**src/rtl/cpu_types_pkg.sv**
```systemverilog
// Shared pipeline types; this slice adds the fetch-stage state and queue entry.
package cpu_types_pkg;

  typedef logic [31:0] word_t;

  typedef enum logic {
    FETCH  = 1'b0,
    HALTED = 1'b1
  } fetch_state_t;

  typedef struct packed {
    word_t instr;
    word_t pc;
  } fetch_entry_t;

endpackage

```
**src/rtl/fetch_unit_if.sv**
```systemverilog
// Fetch-stage bus: instruction-memory side, decode side and redirect/halt controls.
interface fetch_unit_if #(
  parameter int WORD_W = 32,
  parameter int DEPTH  = 2
);
  localparam int CNT_W = $clog2(DEPTH + 1);

  logic              imemREN;
  logic [WORD_W-1:0] imemaddr;
  logic [WORD_W-1:0] imemload;
  logic              ihit;
  logic              redirect;
  logic [WORD_W-1:0] redirect_pc;
  logic              halt;
  logic              inst_valid;
  logic [WORD_W-1:0] inst;
  logic [WORD_W-1:0] inst_pc;
  logic [WORD_W-1:0] inst_npc;
  logic              inst_ready;
  logic              halted;
  logic [CNT_W-1:0]  count;

  modport master (
    output imemREN, imemaddr, inst_valid, inst, inst_pc, inst_npc, halted, count,
    input  imemload, ihit, redirect, redirect_pc, halt, inst_ready
  );

  modport slave (
    input  imemREN, imemaddr, inst_valid, inst, inst_pc, inst_npc, halted, count,
    output imemload, ihit, redirect, redirect_pc, halt, inst_ready
  );
endinterface

```
**src/rtl/fetch_fifo.sv**
```systemverilog
// Small power-of-two queue of fetched {instr, pc} entries with flush.
// Overflowing pushes and underflowing pops are dropped; flush wins over both.
module fetch_fifo #(
  parameter int DEPTH = 2,
  parameter int W     = 64
) (
  input  logic                       CLK,
  input  logic                       nRST,
  input  logic                       push,
  input  logic                       pop,
  input  logic                       flush,
  input  logic [W-1:0]               din,
  output logic                       full,
  output logic                       empty,
  output logic [$clog2(DEPTH+1)-1:0] count,
  output logic [W-1:0]               head
);
  localparam int PTR_W = $clog2(DEPTH);
  localparam int CNT_W = $clog2(DEPTH + 1);
  localparam logic [PTR_W-1:0] PTR_ONE  = PTR_W'(1);
  localparam logic [CNT_W-1:0] CNT_ONE  = CNT_W'(1);
  localparam logic [CNT_W-1:0] CNT_FULL = CNT_W'(DEPTH);

  logic [W-1:0]     mem [DEPTH];
  logic [PTR_W-1:0] rd_ptr, wr_ptr;
  logic [CNT_W-1:0] cnt_q;
  logic             do_push, do_pop;

  assign full    = (cnt_q == CNT_FULL);
  assign empty   = (cnt_q == '0);
  assign count   = cnt_q;
  assign head    = mem[rd_ptr];
  assign do_push = push && !full;
  assign do_pop  = pop && !empty;

  always_ff @(posedge CLK) begin
    if (!nRST || flush) begin
      rd_ptr <= '0;
      wr_ptr <= '0;
      cnt_q  <= '0;
    end else begin
      if (do_push) wr_ptr <= wr_ptr + PTR_ONE;
      if (do_pop)  rd_ptr <= rd_ptr + PTR_ONE;
      case ({do_push, do_pop})
        2'b10:   cnt_q <= cnt_q + CNT_ONE;
        2'b01:   cnt_q <= cnt_q - CNT_ONE;
        default: cnt_q <= cnt_q;
      endcase
    end
  end

  // Storage needs no reset: entries are only observable once counted in.
  always_ff @(posedge CLK) begin
    if (do_push) mem[wr_ptr] <= din;
  end
endmodule

```
**src/rtl/fetch_unit.sv**
```systemverilog
// Instruction fetch front end: owns the fetch PC, queues returned words, handles redirect and sticky halt.
// Outputs depend only on registered state plus redirect/halt; reads stall while the queue is full.
module fetch_unit
  import cpu_types_pkg::*;
#(
  parameter int                WORD_W  = 32,
  parameter int                DEPTH   = 2,
  parameter logic [WORD_W-1:0] PC_INIT = '0
) (
  input logic           CLK,
  input logic           nRST,
  fetch_unit_if.master  fif
);
  localparam int ENT_W = 2 * WORD_W;
  localparam int CNT_W = $clog2(DEPTH + 1);
  localparam logic [WORD_W-1:0] PC_STEP = WORD_W'(4);

  fetch_state_t      state_q, state_d;
  logic [WORD_W-1:0] pc_q, pc_d;
  logic              ren, push, pop, flush;
  logic              fifo_full, fifo_empty;
  logic [CNT_W-1:0]  fifo_count;
  logic [ENT_W-1:0]  head;
  logic [WORD_W-1:0] head_instr, head_pc;

  fetch_fifo #(.DEPTH(DEPTH), .W(ENT_W)) u_fifo (
    .CLK   (CLK),
    .nRST  (nRST),
    .push  (push),
    .pop   (pop),
    .flush (flush),
    .din   ({fif.imemload, pc_q}),
    .full  (fifo_full),
    .empty (fifo_empty),
    .count (fifo_count),
    .head  (head)
  );

  assign head_instr = head[ENT_W-1:WORD_W];
  assign head_pc    = head[WORD_W-1:0];

  always_ff @(posedge CLK) begin
    if (!nRST) begin
      state_q <= FETCH;
      pc_q    <= PC_INIT;
    end else begin
      state_q <= state_d;
      pc_q    <= pc_d;
    end
  end

  always_comb begin
    state_d = state_q;
    pc_d    = pc_q;
    ren     = 1'b0;
    push    = 1'b0;
    pop     = 1'b0;
    flush   = 1'b0;
    case (state_q)
      FETCH: begin
        ren  = !fifo_full && !fif.redirect && !fif.halt;
        push = ren && fif.ihit;
        pop  = !fifo_empty && fif.inst_ready && !fif.redirect && !fif.halt;
        // Halt outranks redirect; both discard this cycle's hit and pop.
        if (fif.halt) begin
          state_d = HALTED;
          flush   = 1'b1;
        end else if (fif.redirect) begin
          flush = 1'b1;
          pc_d  = {fif.redirect_pc[WORD_W-1:2], 2'b00};
        end else if (push) begin
          pc_d = pc_q + PC_STEP;
        end
      end
      HALTED:  state_d = HALTED;
      default: state_d = FETCH;
    endcase
  end

  assign fif.imemREN    = nRST && ren;
  assign fif.imemaddr   = nRST ? pc_q : '0;
  assign fif.inst_valid = nRST && (state_q == FETCH) && !fifo_empty;
  assign fif.inst       = nRST ? head_instr : '0;
  assign fif.inst_pc    = nRST ? head_pc : '0;
  assign fif.inst_npc   = nRST ? head_pc + PC_STEP : '0;
  assign fif.halted     = nRST && (state_q == HALTED);
  assign fif.count      = nRST ? fifo_count : '0;
endmodule

```
**src/flat_wrapper.sv**
```systemverilog
// flat-port wrapper written by rule: the top's interface ports become plain ports
module fetch_unit_flat import cpu_types_pkg::*;
#(
  parameter int                WORD_W  = 32,
  parameter int                DEPTH   = 2,
  parameter logic [WORD_W-1:0] PC_INIT = '0
)
  (CLK, nRST, fif_imemREN, fif_imemaddr, fif_inst_valid, fif_inst, fif_inst_pc, fif_inst_npc, fif_halted, fif_count, fif_imemload, fif_ihit, fif_redirect, fif_redirect_pc, fif_halt, fif_inst_ready);
  fetch_unit_if #(.WORD_W(WORD_W), .DEPTH(DEPTH)) fif_i ();
  input logic CLK;
  input logic nRST;
  output wire logic [$bits(fif_i.imemREN)-1:0] fif_imemREN;
  output wire logic [$bits(fif_i.imemaddr)-1:0] fif_imemaddr;
  output wire logic [$bits(fif_i.inst_valid)-1:0] fif_inst_valid;
  output wire logic [$bits(fif_i.inst)-1:0] fif_inst;
  output wire logic [$bits(fif_i.inst_pc)-1:0] fif_inst_pc;
  output wire logic [$bits(fif_i.inst_npc)-1:0] fif_inst_npc;
  output wire logic [$bits(fif_i.halted)-1:0] fif_halted;
  output wire logic [$bits(fif_i.count)-1:0] fif_count;
  input wire logic [$bits(fif_i.imemload)-1:0] fif_imemload;
  input wire logic [$bits(fif_i.ihit)-1:0] fif_ihit;
  input wire logic [$bits(fif_i.redirect)-1:0] fif_redirect;
  input wire logic [$bits(fif_i.redirect_pc)-1:0] fif_redirect_pc;
  input wire logic [$bits(fif_i.halt)-1:0] fif_halt;
  input wire logic [$bits(fif_i.inst_ready)-1:0] fif_inst_ready;
  assign fif_imemREN = fif_i.imemREN;
  assign fif_imemaddr = fif_i.imemaddr;
  assign fif_inst_valid = fif_i.inst_valid;
  assign fif_inst = fif_i.inst;
  assign fif_inst_pc = fif_i.inst_pc;
  assign fif_inst_npc = fif_i.inst_npc;
  assign fif_halted = fif_i.halted;
  assign fif_count = fif_i.count;
  assign fif_i.imemload = fif_imemload;
  assign fif_i.ihit = fif_ihit;
  assign fif_i.redirect = fif_redirect;
  assign fif_i.redirect_pc = fif_redirect_pc;
  assign fif_i.halt = fif_halt;
  assign fif_i.inst_ready = fif_inst_ready;
  fetch_unit #(.WORD_W(WORD_W), .DEPTH(DEPTH), .PC_INIT(PC_INIT)) u_core (.CLK(CLK), .nRST(nRST), .fif(fif_i));
endmodule
```
**config.mk**
```make
export PLATFORM = sky130hd
export DESIGN_NAME = fetch_unit_flat
export DESIGN_NICKNAME = d
export VERILOG_FILES = /design/src/rtl/cpu_types_pkg.sv /design/src/rtl/fetch_unit_if.sv /design/src/rtl/fetch_fifo.sv /design/src/rtl/fetch_unit.sv /design/src/flat_wrapper.sv
export SDC_FILE = /design/constraint.sdc
export NUM_CORES = 1
export LEC_CHECK = 0
export CORE_UTILIZATION = 54
export DETAILED_ROUTE_END_ITERATION = 8
export HOLD_SLACK_MARGIN = 0.15
export PLACE_DENSITY = 0.95
export SYNTH_ARGS = -nofsm -noshare
export SYNTH_HDL_FRONTEND = slang
export SYNTH_HIERARCHICAL = 1
export SYNTH_SLANG_ARGS = --single-unit
```
**constraint.sdc**
```tcl
create_clock -name CLK -period 6.1 [get_ports CLK]
set_input_delay 1.22 -clock CLK [delete_from_list [all_inputs] [get_ports CLK]]
set_output_delay 1.22 -clock CLK [all_outputs]
set_load 0.02 [all_outputs]
```
==> results of run 1 <==
layout by cell type, fill, tap and decap left out, types with 8 or more instances in the layout:
| cell type | netlist | final |
|---|---|---|
| nor3_1 | 12 | 12 |
| edfxtp_1 | 128 | 128 |
| clkdlybuf4s50_1 | 0 | 196 |
| and4_1 | 8 | 8 |
| nor2_1 | 69 | 69 |
| and3_1 | 15 | 14 |
| xnor2_1 | 11 | 11 |
| xor2_1 | 14 | 14 |
| a21oi_1 | 26 | 26 |
| nand3_1 | 31 | 31 |
| clkbuf_16 | 0 | 17 |
| nand4_1 | 16 | 16 |
| nand2_1 | 33 | 33 |
| dfxtp_1 | 36 | 35 |
| o21ai_0 | 18 | 18 |
| buf_4 | 5 | 11 |
| and2_1 | 94 | 94 |
| mux2_2 | 68 | 68 |
| inv_1 | 10 | 9 |
worst max-delay path by stage:
stage / startpoint / to / slack, ns / cells past startpoint
final: register / fif_inst_npc[26] / 1.17 / 6
after global routing: register / fif_inst_npc[28] / 0.97 / 6
after CTS: register / fif_inst_npc[26] / 1.21 / 6
after detailed placement: nRST / fif_inst_valid / 1.68 / 6
after global placement: nRST / fif_inst_valid / 1.67 / 6
after floorplan: fif_redirect / u_core/u_fifo/mem[0][0]$_DFFE_PP_ / 2.13 / 6
synth_stat cells, types with 3 or more instances:
library cell,number,area share (%)
nor4_1,5,0.38
and4_1,8,0.84
mux2i_1,6,0.72
o21ai_0,18,1.1
a21oi_1,26,1.6
clkbuf_1,26,1.2
buf_4,5,0.45
buf_2,11,0.66
xor2_1,14,1.5
dfxtp_1,36,8.7
a22o_1,6,0.63
a22oi_1,6,0.54
o211ai_1,6,0.54
and3_1,15,1.1
nor2_1,69,3.1
a31oi_1,5,0.38
or3_1,6,0.45
inv_1,10,0.45
and2_1,94,7.1
nor3_1,12,0.72
edfxtp_1,128,46
nand4_1,16,1.2
ha_1,3,0.45
nand2_1,33,1.5
o22ai_1,6,0.45
nand3_1,31,1.9
mux2_2,68,9.2
xnor2_1,11,1.2
worst max-delay path, delay by kind of cell, from the launching register on:
family / cells / cell delay [ns]
buffers and inverters: 1 / 0.53
adders and majority gates: 1 / 0.26
muxes: 2 / 0.78
DFF: 1 / 0.88
and+or+nand+nor: 2 / 0.81
routing by layer:
metal	vias to the layer above	GRT usage, %	wire, um
li1	3051	-	-
met1	3103	36.4	8460
met2	390	44.5	10500
met3	71	4.89	1790
met4	0	14.8	910
met5	-	0	0
area by class of cell:
| cell class | count | area (um^2) | area share, % |
|---|---|---|---|
| inverters | 12 | 45.0 | 0.412 |
| multi-input cells | 516 | 3510 | 32.1 |
| well taps | 184 | 230 | 2.10 |
| flip-flops and latches | 164 | 4570 | 41.7 |
| clock buffers | 18 | 429 | 3.92 |
| repair buffers | 209 | 2050 | 18.8 |
| clock inverters | 14 | 110 | 1.01 |
sequential cells by signal, summed over array words and instances, names as in the netlist, named ones only:
register / cells
u_core/u_fifo/mem: 128
u_core/pc_q: 30
u_core/u_fifo/count: 2
u_core/state_q: 1
u_core/u_fifo/rd_ptr: 1
u_core/u_fifo/wr_ptr: 1
cells by family after synthesis:
group / count (synthesis)
and+or+nand+nor: 312
DFF: 164
AOI/OAI and AO/OA: 93
muxes: 77
buffers and inverters: 58
xor gates and xnor gates: 25
adders and majority gates: 3
other: 1
power by group through the flow:
stage	Clock (mW)	Sequential, mW	Combinational [mW]
after floorplan	0	1.27	0.144
final	0.981	1.26	0.276
after global routing	1.04	1.26	0.294
after global placement	0	1.28	0.267
after CTS	0.992	1.26	0.275
after detailed placement	0	1.28	0.273
==> run metrics, run 1 <==
Max-slew headroom=26.4%; CP most frequent cell=mux2_2; Worst-path clk slew=roughly 0.060 ns; hold depth=2; largest family of logic cells by synthesized area=simple AND/OR/NAND/NOR gates; DRC errors left=0; Area Overhead vs Synth=31.6%; Clock Sinks=164; fillcell total=947; Final Cell Area=10,900 um^2; Fmax=around 200 MHz; Die Ht=126 um; Tmin final=4.93 ns; xor/xnor share of the synthesized area=under 10%; Routability Congestion=roughly 0.92; EDFF count, synth=128; Initial Utilization=56.4%; Synth Area in Adders=less than 1%; Hold Path Sink=u_core/u_fifo/wr_ptr$_SDFFE_PP0P_; clk_skew=0.00889 ns; Compound-Gate Fraction of Synth Area=7.24%; CTS root buf=clkbuf_16; hold path start=u_core/u_fifo/wr_ptr$_SDFFE_PP0P_; Reg-to-Reg End=u_core/u_fifo/mem[0][63]$_DFFE_PP_; Synth Flop Type=edfxtp_1; IO Count=203; sequential cell fraction of total power=50.0%; Placement Cell Area=approximately 10,000 um^2; DR iter-0 viols=695; Avg Inst Size Synth=roughly 11 um^2; sequential area share after synthesis=54.9%; Reg-to-Reg Start=u_core/u_fifo/count[0]$_SDFFE_PP0P_; FF-to-FF path depth=8; Final Util=between 70% and 80%; Finished Layout Cells=between 1,000 and 1,500; initial antenna violation count=0; average routed wire per standard cell=19.4 um; die footprint=15,900 um^2; async set-reset flop share out of synthesis=0%; Total Power=about 2.5 mW; Syn Inst Count=around 730; Post-Syn Area=a little over 8000 um^2; DR vias=about 6,600; Sw Share=23.7%; Final Hold Vio Count=0; Worst Setup End Kind=primary output; Clock Tree Buf Depth=2; final worst-path cycle share=80.7%; crit path DAT=about 3.7 ns; MaxCap Viol Count=0; Hold-fix buffers, CTS=0; hold crit path type=register to register; core box area=approximately 15,000 um^2; Crit Path Category=register to primary output; cells along the critical path=mux2_2 -> ha_1 -> nand3_1 -> nor4_1 -> mux2_2 -> clkdlybuf4s50_1; status=complete, no violations; RSZ-0062 raised after global routing=no; # diodes=0; drt via density=5.92; Setup TNS Final=0 ns; worst skew pair latency=0.43 ns; clock share of power=39.0%; Row Count=44; Worst IR Drop VDD=0.193 mV; Int Power=1.92 mW; worst-path fanout max=35; # port buffers=198; fin worst setup slack=1.17 ns; postcts setup bufs=0; WP data required=4.88 ns; portion of netlist area occupied by mux cells=10.4%; Crit path largest cell delay=slightly below 0.9 ns; DP Cell Count=1,085; total track usage=27.9%; # H-tree levels=4; largest net degree at the start of global routing=62; share of post-route cells with drive strength above 1=13.9%; Worst-Margin Slew=1.10 ns; vias in the first global route=between 6,000 and 7,000; sw power=596 uW; First-pass DRT Iterations=6; Placement Setup Slack=1.68 ns; PostCTS Resize Cnt=0; aggregate global routing overflow=0; global-route wire length before repair=33,800 um; antenna-violating nets left=0; DPL Wire Length=14,500 um; DIE WIDTH=126 um; simple-gate share of the synthesized area=around a fifth; total CTS buffers=17; pwr dens=230 nW/um^2; Leak=approximately 3.8 nW; Slowest cell on crit path=dfxtp_2; CTS tree=done; startpoint types=register; Hold WS=0.510 ns; Final nets=993; setup violators final=0; Routed WL=around 22,000 um; Ys Warns=6; post-synthesis cell type count=67; Final Max Slew Viols=0; Logic pwr share=11.0%; FF-to-FF setup slack=2.96 ns; #FFs+latches synth=164
(Power assumes the default switching activity.)
==> inputs of run 2 (changes only) <==
- CORE_UTILIZATION: 54 -> 45
- PLACE_DENSITY: 0.95 -> 0.86
- clock period: 6.1 -> 4.3 ns (I/O delays scaled with it)
==> run 2 against run 1 <==
Die area grew 20%. Global-route usage shrank 4.9 points. Critical path type unchanged. Flip-flop and latch count stayed put. Worst setup slack worse by 1.0 ns. Combinational power up 44%. Clock-buffer cell count up 7. Critical endpoint unchanged. Largest cell class unchanged.
==> run metrics, run 2 (synthesis results as in run 1) <==
status=complete, no violations; Die Ht=138 um; DR iter-0 viols=588; setup violators final=0; Area Overhead vs Synth=33.2%; FF-to-FF setup slack=about 1.8 ns; Worst Setup End Kind=primary output; RSZ-0062 raised after global routing=no; Hold Path Sink=u_core/u_fifo/mem[0][30]$_DFFE_PP_; worst-path fanout max=21; Clock Sinks=approximately 160; hold path start=u_core/pc_q[30]$_SDFFE_PN0P_; fillcell total=1,468; Reg-to-Reg Start=u_core/u_fifo/count[0]$_SDFFE_PP0P_; Leak=3.87 nW; CP most frequent cell=mux2_2; Routability Congestion=0.858; hold depth=0; First-pass DRT Iterations=8; Buf/Inv on CP=1; most frequent cells in the layout=clkdlybuf4s50_1 (196), edfxtp_1 (128), and2_1 (94); Final Hold Vio Count=0; Slowest cell on crit path=dfxtp_4; DPL Wire Length=approximately 15,000 um; Clock Tree Buf Depth=2; startpoint types=register; CTS root buf=clkbuf_16; share of post-route cells with drive strength above 1=14.4%; MaxCap Viol Count=0; final worst-path cycle share=96.3%; largest net degree at the start of global routing=62; drt via density=5.59; average routed wire per standard cell=18.5 um; fin worst setup slack=0.158 ns; total CTS buffers=17; Total Power=3.60 mW; DR vias=6,532; Crit path largest cell delay=0.55 ns; FF+latch area=about 4600 um^2; crit-path leading delay family=simple AND/OR/NAND/NOR gates; WP data required=about 3.4 ns; Worst-path clk slew=0.06 ns; Row Count=approximately 50; area of the multi-input gates=3510 um^2; Placement Setup Slack=0.476 ns; FF-to-FF path depth=9; Max-slew headroom=60.4%; Worst-Margin Slew=0.595 ns; Top reg by flops=u_core/u_fifo/mem; Routed WL=21,700 um; Tmin final=4.14 ns; most common cell after layout, fill and taps aside=clkdlybuf4s50_1; Worst IR Drop VDD=0.258 mV; vias in the first global route=6,045; number of flip-flops in the largest register=128; clk_skew=0.0116 ns; pwr dens=325 nW/um^2; Fmax=241 MHz; Final nets=998; total track usage=22.9%; die footprint=19,000 um^2; Crit Path Category=register to primary output; # H-tree levels=4; postcts setup bufs=0; CP Depth=6; Setup TNS Final=0 ns; aggregate global routing overflow=0; Final Max Slew Viols=0; DRC errors left=0; initial antenna violation count=2; DIE WIDTH=138 um; worst skew pair latency=between 0.4 and 0.5 ns; cells along the critical path=mux2_2 -> ha_1 -> nand3_1 -> nor4_1 -> mux2_2 -> clkdlybuf4s50_1; Hold-fix buffers, CTS=0; hold crit path type=register to register; # port buffers=198; Reg-to-Reg End=u_core/u_fifo/mem[0][46]$_DFFE_PP_; core box area=18,000 um^2; Initial Utilization=46.1%; global-route wire length before repair=32,500 um; crit path DAT=3.28 ns; CTS tree=done; Final Util=61.5%; IO Count=203; antenna-violating nets left=0
-- run 2: cell types whose count changed in the layout (fill, tap and decap cells not counted), moves of 2 or more --
cell        before  now
clkbuf_8         0    2
clkbuf_1         1    4
diode_2          0    2
clkinv_1         4    2
clkbuf_16       17   19
clkinvlp_4       3    1
buf_4           11   15
inv_4            0    2
inv_6            2    0
-- run 2: cell type report --
class	count	area share, %
antenna	2	0.0452
clock buffer	25	4.67
clock inverter	7	0.395
inverter	12	0.406
multi-input combinational	516	31.7
sequential	164	41.2
tap	229	2.59
timing repair buffer	214	19.0
-- run 2: report_power, final --
group | switching (mW) | internal (mW) | total [mW]
Combinational | 0.206 | 0.193 | 0.398
Sequential | 0.0358 | 1.74 | 1.78
Clock | 0.592 | 0.838 | 1.43
Total | 0.833 | 2.77 | 3.60
-- run 2: how the worst max path moves through the flow --
stage	slack, ns	end	startpoint
4_1_cts	0.17	fif_inst_npc[26]	register
3_5_place_dp	0.48	fif_inst_npc[26]	register
5_1_grt	0.05	fif_inst_npc[26]	register
6_report	0.16	fif_inst_npc[26]	register
2_1_floorplan	0.69	u_core/u_fifo/mem[0][0]$_DFFE_PP_	fif_redirect
3_3_place_gp	0.51	fif_inst_npc[26]	register
-- run 2: routing by layer --
metal	routed length (um)	GRT usage (%)
met3	1220	4.13
met5	0	0
met1	8840	28.7
met4	810	12.6
met2	10800	37.4
-- run 2: what timing repair did --
action / CTS / global route
endpoints found under the hold margin: 0 / 0
setup endpoints to repair: 2 / 0
gates resized for setup: 1 / 0
-- run 2: metrics by stage --
stage / std cells / area, um^2 / hold slack (ns)
after floorplan: 738 / 8340 / 0.420
after global placement: 1135 / 10500 / 0.465
after detailed placement: 1135 / 10500 / 0.470
after CTS: 1167 / 11100 / 0.484
after global routing: 1169 / 11100 / 0.503
final: 1169 / 11100 / 0.489
